File: config.mk
export PLATFORM = sky130hd
export DESIGN_NAME = predecode_interrupt_unit
export DESIGN_NICKNAME = d
export VERILOG_FILES = /design/src/rtl/predecode_interrupt_unit.sv
export SDC_FILE = /design/constraint.sdc
export NUM_CORES = 1
export LEC_CHECK = 0
export BUFFER_PORTS_ARGS = -buffer_cell sky130_fd_sc_hd__buf_4
export CORE_ASPECT_RATIO = 0.9
export CORE_UTILIZATION = 36
export DETAILED_ROUTE_END_ITERATION = 16
export PLACE_DENSITY = 0.66
export SYNTH_ARGS = -nofsm -noshare
export SYNTH_HDL_FRONTEND = slang
export SYNTH_SLANG_ARGS = --single-unit
File: constraint.sdc
create_clock -name sys_clock -period 2.4 [get_ports sys_clock]
set_clock_uncertainty 0.2 [all_clocks]
set_input_delay 0.12 -clock sys_clock [delete_from_list [all_inputs] [get_ports sys_clock]]
set_output_delay 0.12 -clock sys_clock [all_outputs]
set_load 0.05 [all_outputs]
File: src/rtl/predecode_interrupt_unit.sv
// 6502 front end: latches the fetched byte into PD, pre-decodes it, and
// synchronises/polls NMI and IRQ so the controller can enter the BRK sequence.
module predecode_interrupt_unit #(
  parameter int SYNC_STAGES = 2
) (
  input  logic       sys_clock,
  input  logic       rst,
  input  logic       clk_ph1,
  input  logic       clk_ph2,
  input  logic [7:0] data_in,
  input  logic       rdy,
  input  logic       nmi_n,
  input  logic       irq_n,
  input  logic       i_flag,
  input  logic       last_cycle,
  input  logic [2:0] cycle,
  input  logic       vec_done,
  output logic [7:0] PD,
  output logic       int_flag,
  output logic [1:0] int_type,
  output logic       nmi_pending,
  output logic       one_byte,
  output logic       two_cycle
);

  localparam logic [1:0] T_NONE = 2'd0, T_IRQ = 2'd1, T_NMI = 2'd2, T_RST = 2'd3;

  logic [SYNC_STAGES-1:0] r_nmi_sync, r_irq_sync;
  logic                   r_nmi_prev;
  logic [7:0]             r_pd;
  logic                   r_int_flag, r_nmi_pending;
  logic [1:0]             r_int_type;

  logic w_nmi_s, w_irq_s, w_irq_req, w_nmi_edge, w_nmi_any;
  logic w_poll, w_hijack, w_done, w_nmi_clr;
  logic w_imm, w_one_byte, w_two_cycle;

  assign w_nmi_s    = r_nmi_sync[SYNC_STAGES-1];
  assign w_irq_s    = r_irq_sync[SYNC_STAGES-1];
  assign w_irq_req  = !w_irq_s && !i_flag;
  assign w_nmi_edge = clk_ph2 && r_nmi_prev && !w_nmi_s;
  // An edge caught on the polling ph2 itself must already count as pending.
  assign w_nmi_any  = r_nmi_pending || w_nmi_edge;
  assign w_poll     = clk_ph2 && last_cycle && !r_int_flag;
  assign w_hijack   = clk_ph2 && r_int_flag && (r_int_type == T_IRQ) && r_nmi_pending
                      && (cycle <= 3'd4);
  // A software BRK runs with int_flag low, so its vec_done must not touch state.
  assign w_done     = clk_ph1 && vec_done && r_int_flag;
  assign w_nmi_clr  = clk_ph1 && vec_done && (r_int_type == T_NMI);

  always_ff @(posedge sys_clock) begin
    if (!rst) begin
      r_nmi_sync    <= '1;
      r_irq_sync    <= '1;
      r_nmi_prev    <= 1'b1;
      r_pd          <= 8'h00;
      r_int_flag    <= 1'b1;
      r_int_type    <= T_RST;
      r_nmi_pending <= 1'b0;
    end else begin
      r_nmi_sync <= {r_nmi_sync[SYNC_STAGES-2:0], nmi_n};
      r_irq_sync <= {r_irq_sync[SYNC_STAGES-2:0], irq_n};
      if (clk_ph2) r_nmi_prev <= w_nmi_s;
      if (clk_ph2 && rdy) r_pd <= data_in;

      if (w_nmi_edge)     r_nmi_pending <= 1'b1;
      else if (w_nmi_clr) r_nmi_pending <= 1'b0;

      if (w_poll) begin
        r_int_flag <= w_nmi_any || w_irq_req;
        r_int_type <= w_nmi_any ? T_NMI : (w_irq_req ? T_IRQ : T_NONE);
      end else if (w_hijack) begin
        r_int_type <= T_NMI;
      end else if (w_done) begin
        r_int_flag <= 1'b0;
        r_int_type <= T_NONE;
      end
    end
  end

  // Pre-decode is blanked during an interrupt sequence since PD is not the opcode.
  always_comb begin
    w_one_byte  = 1'b0;
    w_imm       = 1'b0;
    w_two_cycle = 1'b0;
    if (!r_int_flag) begin
      w_one_byte  = (r_pd[3:0] == 4'h8) || (r_pd[3:0] == 4'hA);
      w_imm       = (r_pd[4:0] == 5'b01001) || (r_pd[7] && (r_pd[4:0] == 5'b00000));
      w_two_cycle = w_imm || (w_one_byte &&
                    !((r_pd[3:0] == 4'h8) && !r_pd[7] && !r_pd[4]));
    end
  end

  assign PD          = r_pd;
  assign int_flag    = r_int_flag;
  assign int_type    = r_int_type;
  assign nmi_pending = r_nmi_pending;
  assign one_byte    = w_one_byte;
  assign two_cycle   = w_two_cycle;

endmodule

### Word-level counts from Yosys, hierarchy flattened

Index checks and enable logic that the tools add are counted.

* bits in registers: 17
* bits of input ports: 21
* output and inout bits: 14
* logic and storage cells: 60

* order comparisons: 1
* equality and inequality tests: 6
* mux-type cells: 12
* reductions and logical operators: 34

Operator list (count)
* 1-bit logical AND: 17
* 4-bit equality test (second input constant): 2
* 1-bit two-way mux: 8
* 2-bit two-way mux: 4
* 1-bit zero test: 7
* 5-bit by 4-bit equality test with 1-bit output (second input constant): 1
* 5-bit zero test: 1
* 1-bit logical OR: 5
* 2-bit nonzero test: 2
* 3-bit less-or-equal comparator (second input constant): 1
* 3-bit nonzero test: 1
* 2-bit by 1-bit equality test with 1-bit output (second input constant): 1
* 2-bit equality test (second input constant): 1
* 2-bit != test (second input constant): 1
* 2-bit AND reduction: 1

### Depth between registers and ports, before layout

Gate-level depths: netlist of run 1.

* depth in word-level cells: 7
* mapped depth: 4
* depth with buffers taken out: 3

### Least setup slack after synthesis of run 1

Ideal clock, no wire load.

* path kind: reg-to-output
* start point: register r_pd[3] (netlist: PD[3])
* end point: output port one_byte
* arrival time: 2.315 ns
* data required time: 2.080 ns
* slack: -0.235 ns
* cell stages (with the launch flop): 2
* path buffers: 0
* path through: dfxtp_1 -> nor4b_1

* cells in the longest elaborated chain, start to end: 3
* elaborated cells between the ends (all ways): 4
* classes of those cells: eq/ne: 2; mux: 1; reduce/logical: 1

Ends and longest elaborated chain
* from (decl): RTL line 30 `logic [7:0] r_pd;`
* from (signal assigned): RTL line 64 `if (clk_ph2 && rdy) r_pd <= data_in;`
* 4-bit equality test: RTL line 87 `w_one_byte = (r_pd[3:0] == 4'h8) || (r_pd[3:0] == 4'hA);`
* 1-bit logical OR *: RTL line 87
* 1-bit two-way mux *: RTL line 86 `if (!r_int_flag) begin`
* to (decl): RTL line 22 `output logic one_byte,`

Mark *: on every way between the ends. The rest lies on a longest branch, timed or not.

### Worst setup path after layout of run 1

* start point: register r_pd[0] (netlist: PD[0])
* end point: output port two_cycle

* cells in the longest elaborated chain, start to end: 7
* elaborated cells between the ends (all ways): 13
* classes of those cells: eq/ne: 3; mux: 1; reduce/logical: 9

Ends and longest elaborated chain
* 4-bit equality test: RTL line 87, 90
* 1-bit logical AND (2 in a row): RTL line 90 `!((r_pd[3:0] == 4'h8) && !r_pd[7] && !r_pd[4]));`
* 1-bit zero test: RTL line 90
* 1-bit logical AND: RTL line 89 `w_two_cycle = w_imm || (w_one_byte &&`
* 1-bit logical OR *: RTL line 89
* 1-bit two-way mux *: RTL line 86
* to (decl): RTL line 23 `output logic two_cycle`

Marked as above.

==> flow_metrics.tcl, run 1 <==
set metrics [dict create \
    ys_types 23 \
    rows 14 \
    drc 0 \
    routed_wl_um 1940 \
    cts_buffers 3 \
    critPathCaptureType "primary output" \
    clk_pin_slew_ns 0.10 \
    htree_levels 1 \
    rr_startpoint "int_flag" \
    grt_pass1_vias 707 \
    overflow 0 \
    clkLatencyLatePin_ns 0.29 \
    cp_cell_sequence "or3_1 -> a31oi_1 -> nor3_1 -> buf_4" \
    cp_top_family "simple AND/OR/NAND/NOR gates" \
    grt_pass1_wl_um 3130 \
    final_cell_count_no_fill 160 \
    antenna_found_initial 0 \
    dpl.hpwl_um 1160 \
    pin_count 35 \
    crit_start "PD[0]" \
    critPathMaxFanout 6 \
    netlist_area_um2 672 \
    die_width_um 47.5 \
    syn_avg_cell_area_um2 8.96 \
    initial_core_util_pct 39.1 \
    ys_seq_area_share_pct 50.7 \
    worstMarginPinSlew_ns 0.315 \
    stdcell_area_um2 1230 \
    path_buf_inv 1 \
    wl_per_cell_um 12.1 \
    die_y_um 43.0 \
    hold_viol 0 \
    clk_path_buf_depth 2 \
    crit_type "reg -> out" \
    final-setup-viol-count 0 \
    slowest_delay_ns 0.37 \
    critical_path.slowest_cell "dfxtp_1" \
    final.setup.worst_slack_ns 0.663 \
    antenna_cells 0 \
    status "finished, final reports clean" \
    drive_gt1_share_pct 29.4 \
    period_minus_slack_ns 1.74 \
    syn-num-nets 96 \
    finish.utilization_pct 71.9 \
    hold_ws_ns 0.0318 \
    slew_violations 0 \
    dp_cells 131 \
    power_mw 0.620 \
    hp-class "in -> reg" \
    dr.pass1.iters 4 \
    vias 789 \
    placed_area_um2 955 \
    numPortBuffers 34 \
    cts-root-buf "clkbuf_4" \
    ant_nets 0 \
    critPathLaunchType "register" \
    p_per_area_nw_per_um2 502 \
    max_cap_viol_count 0 \
    crit_arrival_ns 1.42 \
    relSlewSlack_pct 78.9 \
    vdd_ir_drop_max_mv 0.402 \
    ys_ff_latch 17 \
    yosysWarnings 0 \
    syn2layout_area_growth_pct 83.8 \
    cp_data_required_time_ns 2.08 \
    grt_max_degree 14 \
    routed_via_density 4.93 \
    gp_congestion 0.726 \
    nNetsFinal 158 \
    syn-instance-count 75 \
    rsz0062_at_grt "false" \
    p_leak_nw 0.495 \
    grtUsageTotal_pct 21.6 \
    cts_resized 0 \
    min_from "clk_ph2" \
    final.setup.tns_ns 0 \
    numClockSinks 17 \
    fmax_mhz 576 \
    timing.final.crit_share_pct 72.4 \
    drtIter0Drc 13 \
    tritoncts "yes" \
    place_ws_ns 0.968 \
    die_area_um2 2040 \
    core_area_um2 1720 \
]
-- flip-flops by register name, indices dropped and copies added, names as in the netlist --
register,flops
r_irq_sync,2
nmi_pending,1
r_nmi_sync,2
int_type,2
PD,8
r_nmi_prev,1
int_flag,1
-- where the power goes --
| part | internal, mW | switching, mW | leakage (nW) |
|---|---|---|---|
| registers | 0.296 | 0.0133 | 0.140 |
| clock network | 0.0633 | 0.0923 | 0.0139 |
| logic | 0.0767 | 0.0780 | 0.341 |
-- logic make-up (layout without fill, tap and decap cells) --
family          Yosys count  count (layout)  share of synthesized area [%]
simple gates             37              37                           30.0
compound gates           17              17                           16.0
flops                    17              17                           50.7
buf+inv                   3              64                           1.86
mux                       1               1                           1.49
-- synth_stat cells --
cell type	n	area share, %
a21bo_2	1	1.5
a21oi_1	9	6.7
a221o_1	1	1.5
a31oi_1	1	0.93
and3_1	1	0.93
and4b_1	1	1.5
buf_2	1	0.74
clkbuf_1	1	0.56
clkinv_1	1	0.56
dfxtp_1	17	51
mux2i_1	1	1.5
nand2_1	11	6.1
nand2b_1	4	3.7
nand3_1	11	8.2
nand3b_1	2	2.2
nand4b_1	1	1.3
nor2b_1	1	0.93
nor3_1	2	1.5
nor4b_1	2	2.6
o2111ai_1	2	2.6
o21ai_0	2	1.5
o31a_1	1	1.3
or3_1	1	0.93
-- cells in the final DEF (no fill, tap or decap) --
cell,count
buf_4,34
dlygate4sd3_1,25
dfxtp_1,17
nand2_1,11
nand3_1,11
a21oi_1,9
nand2b_1,4
clkbuf_4,3
o21ai_0,2
nor3_1,2
nand3b_1,2
o2111ai_1,2
or3_1,1
nor4b_1,1
a31oi_1,1
nor4b_2,1
nand4b_1,1
clkinv_1,1
nor2b_1,1
and4b_1,1
and3_1,1
a221o_1,1
mux2i_1,1
a21bo_2,1
o31a_1,1
clkinvlp_4,1
-- area by class of cell --
type                       count  area [um^2]
timing repair buffer          59          505
fill                         140          482
sequential                    17          340
multi-input combinational     55          325
tap                           24         30.0
clock buffer                   3         22.5
clock inverter                 1         7.51
inverter                       1         3.75
-- worst paths after layout --
kind	end	slack [ns]	depth (start not counted)
min	nmi_pending	0.03	3
max	two_cycle	0.66	4
min reg2reg	r_irq_sync[1]	0.22	1
max reg2reg	int_type[0]	0.91	3
-- layer usage --
| layer | part of all wire (%) | global-route usage, % |
|---|---|---|
| met1 | 45 | 27.1 |
| met2 | 50 | 34.8 |
| met3 | 4.4 | 7.66 |
| met4 | 0.72 | 5.00 |
| met5 | 0 | 0 |
-- worst reg2reg max path, delay by kind of cell, from the launching register on --
kind	cells	cell delay (ns)
and+or+nand+nor	2	0.52
AOI/OAI and AO/OA	1	0.29
DFF	1	0.38
-- what timing repair did --
item	in CTS	in global routing
buffers inserted	0	0
hold endpoints to repair	16	0
hold buffers	25	0
Power figures use the tool's default switching activity.
==> run 2: changes to the inputs <==
--- a/config.mk
+++ b/config.mk
@@ -5,11 +5,12 @@
 export SDC_FILE = /design/constraint.sdc
 export NUM_CORES = 1
 export LEC_CHECK = 0
+export ABC_AREA = 1
 export BUFFER_PORTS_ARGS = -buffer_cell sky130_fd_sc_hd__buf_4
 export CORE_ASPECT_RATIO = 0.9
 export CORE_UTILIZATION = 36
 export DETAILED_ROUTE_END_ITERATION = 16
-export PLACE_DENSITY = 0.66
+export PLACE_DENSITY = 0.65
 export SYNTH_ARGS = -nofsm -noshare
 export SYNTH_HDL_FRONTEND = slang
 export SYNTH_SLANG_ARGS = --single-unit
==> constraint.sdc (replaced) <==
create_clock -name sys_clock -period 1.73 [get_ports sys_clock]
set_clock_uncertainty 0.2 [all_clocks]
set_input_delay 0.0865 -clock sys_clock [delete_from_list [all_inputs] [get_ports sys_clock]]
set_output_delay 0.0865 -clock sys_clock [all_outputs]
set_load 0.05 [all_outputs]
==> run 2 against run 1 <==
Clock power up 32%. Cell area down 1.4%. Area after synthesis up 5.2%. Sequential share of layout area up 1.1 points. Cell count up 12%. Worst setup slack worse by 0.55 ns. Worst hold slack worse by 0.029 ns. Critical endpoint is now nmi_pending. Critical path depth unchanged.
==> flow_metrics.tcl, run 2 <==
set metrics [dict create \
    fmax_mhz 617 \
    numPortBuffers 34 \
    worstMarginPinSlew_ns 0.328 \
    final-setup-viol-count 0 \
    min_from "cycle[2]" \
    switchingPower_mw 0.276 \
    ys_ff_latch 17 \
    antenna_found_initial 0 \
    syn-instance-count 101 \
    grt_max_degree 13 \
    crit_start "int_type[1]" \
    final.setup.worst_slack_ns 0.110 \
    core_area_um2 1750 \
    clk_pin_slew_ns 0.09 \
    antenna_cells 0 \
    htree_levels 1 \
    drive_gt1_share_pct 32.9 \
    die_y_um 44.0 \
    hold_viol 0 \
    place_ws_ns 0.418 \
    syn_avg_cell_area_um2 7.00 \
    p_seq_share_pct 49.1 \
    hp-class "in -> reg" \
    max_cap_viol_count 0 \
    dpl.hpwl_um 1150 \
    critPathLaunchType "register" \
    netlist.area_leader.share_pct 48.1 \
    crit_arrival_ns 1.60 \
    cp_data_required_time_ns 1.71 \
    hold_ws_ns 0.00323 \
    tritoncts "yes" \
    rows 14 \
    netlist_top_cells_area "dfxtp_1 48%, nand2_1 12%, nor2_1 10%" \
    period_minus_slack_ns 1.62 \
    die_width_um 48.7 \
    clkPwrFrac_pct 23.2 \
    clkLatencyLatePin_ns 0.28 \
    ys_seq_area_share_pct 48.1 \
    stdcell_area_um2 1220 \
    final.setup.tns_ns 0 \
    grtUsageTotal_pct 17.5 \
    swShare_pct 31.0 \
    grt_pass1_vias 690 \
    drtIter0Drc 9 \
    finish.utilization_pct 69.5 \
    nNetsFinal 177 \
    crit_type "reg -> reg" \
    p_int_mw 0.613 \
    p_per_area_nw_per_um2 731 \
    power_mw 0.889 \
    final_cell_mix "34 x buf_4, 21 x nand2_1, 19 x nor2_1" \
    ant_nets 0 \
    initial_core_util_pct 40.4 \
    placed_area_um2 1010 \
    multi_input_area_um2 335 \
    synth_area_leader_cell "dfxtp_1" \
    ys_types 14 \
    numClockSinks 17 \
    synth-edff-count 0 \
    synth_most_common_cell "nand2_1" \
    rr_startpoint "int_type[1]" \
    cts_setup_buffers 0 \
    slew_violations 0 \
    overflow 0 \
    wl_per_cell_um 9.60 \
    critPathCaptureType "register" \
    dr.pass1.iters 3 \
    gp_congestion 0.756 \
    seqCellArea_um2 349 \
    routed_wl_um 1720 \
    ys_async_sr_fraction_pct 0 \
    dp_cells 157 \
    vias 791 \
    p_leak_nw 0.608 \
    vdd_ir_drop_max_mv 0.588 \
    critPathMaxFanout 4 \
    relSlewSlack_pct 78.1 \
    netlist_area_um2 707 \
    cts-root-buf "clkbuf_4" \
    layout_commonest_cell "buf_4" \
    r2r_setup_slack_ns 0.11 \
    clk_path_buf_depth 2 \
    timing.final.crit_share_pct 93.6 \
    pin_count 35 \
    syn-num-nets 122 \
    routed_via_density 4.42 \
    yosysWarnings 0 \
    die_area_um2 2150 \
    grt_pass1_wl_um 2830 \
    cts_buffers 3 \
    largest_reg_flops 8 \
    syn2layout_area_growth_pct 72.2 \
    fill_cells 158 \
    rsz0062_at_grt "false" \
    status "finished, final reports clean" \
    final_cell_count_no_fill 179 \
    drc 0 \
    yosys-top-cells-count "22 x nand2_1, 19 x nor2_1, 17 x dfxtp_1, 13 x o21ai_0, 11 x inv_1" \
    combPwrFrac_pct 27.7 \
    dominantRegCellSynth "dfxtp_1" \
]
run 2: final cells by class:
class	instances	share of cell area, %
timing repair buffer	52	35.8
sequential	17	28.7
multi-input combinational	71	27.5
inverter	11	3.39
tap	24	2.47
clock buffer	4	2.16
run 2: final timing paths:
path                                 endpoint  depth (start not counted)
worst min register to register  r_irq_sync[1]                          1
worst max register to register    nmi_pending                          4
worst max-delay path              nmi_pending                          4
worst min-delay path              int_type[0]                          5
run 2: timing repair:
item,in CTS,in global routing
hold endpoints to repair,15,0
hold buffers,19,0
setup endpoints to repair,0,1
gates resized for setup,0,1
run 2: kinds of logic (layout without fill, tap and decap cells):
kind of cell           count (synthesis)  count (layout)  synth area share (%)
AND/OR/NAND/NOR                       54              54                  32.7
AO/OA/AOI/OAI                         17              17                  12.0
flip-flops                            17              17                  48.1
buffers and inverters                 13              67                  7.08
run 2: routing by layer:
metal / up-vias / global-route usage (%) / part of all wire [%]
li1: 426 / - / -
met1: 338 / 21.3 / 46
met2: 25 / 31.7 / 48
met3: 2 / 2.41 / 6.0
met4: 0 / 7.06 / 0.87
met5: - / 0 / 0
run 2: power groups by stage:
stage / sequential [mW] / clock, mW / combinational, mW
2_1_floorplan: 0.512 / 0 / 0.0664
3_3_place_gp: 0.445 / 0 / 0.213
3_5_place_dp: 0.446 / 0 / 0.214
4_1_cts: 0.437 / 0.214 / 0.248
5_1_grt: 0.441 / 0.226 / 0.266
6_report: 0.437 / 0.206 / 0.246
run 2: worst max-delay path, cell delays in order (launching register included):
cell and delay [ns]:
dfxtp_1 0.39, inv_1 0.05, nor3_1 0.22, a21oi_1 0.10
dlygate4sd3_1 0.55
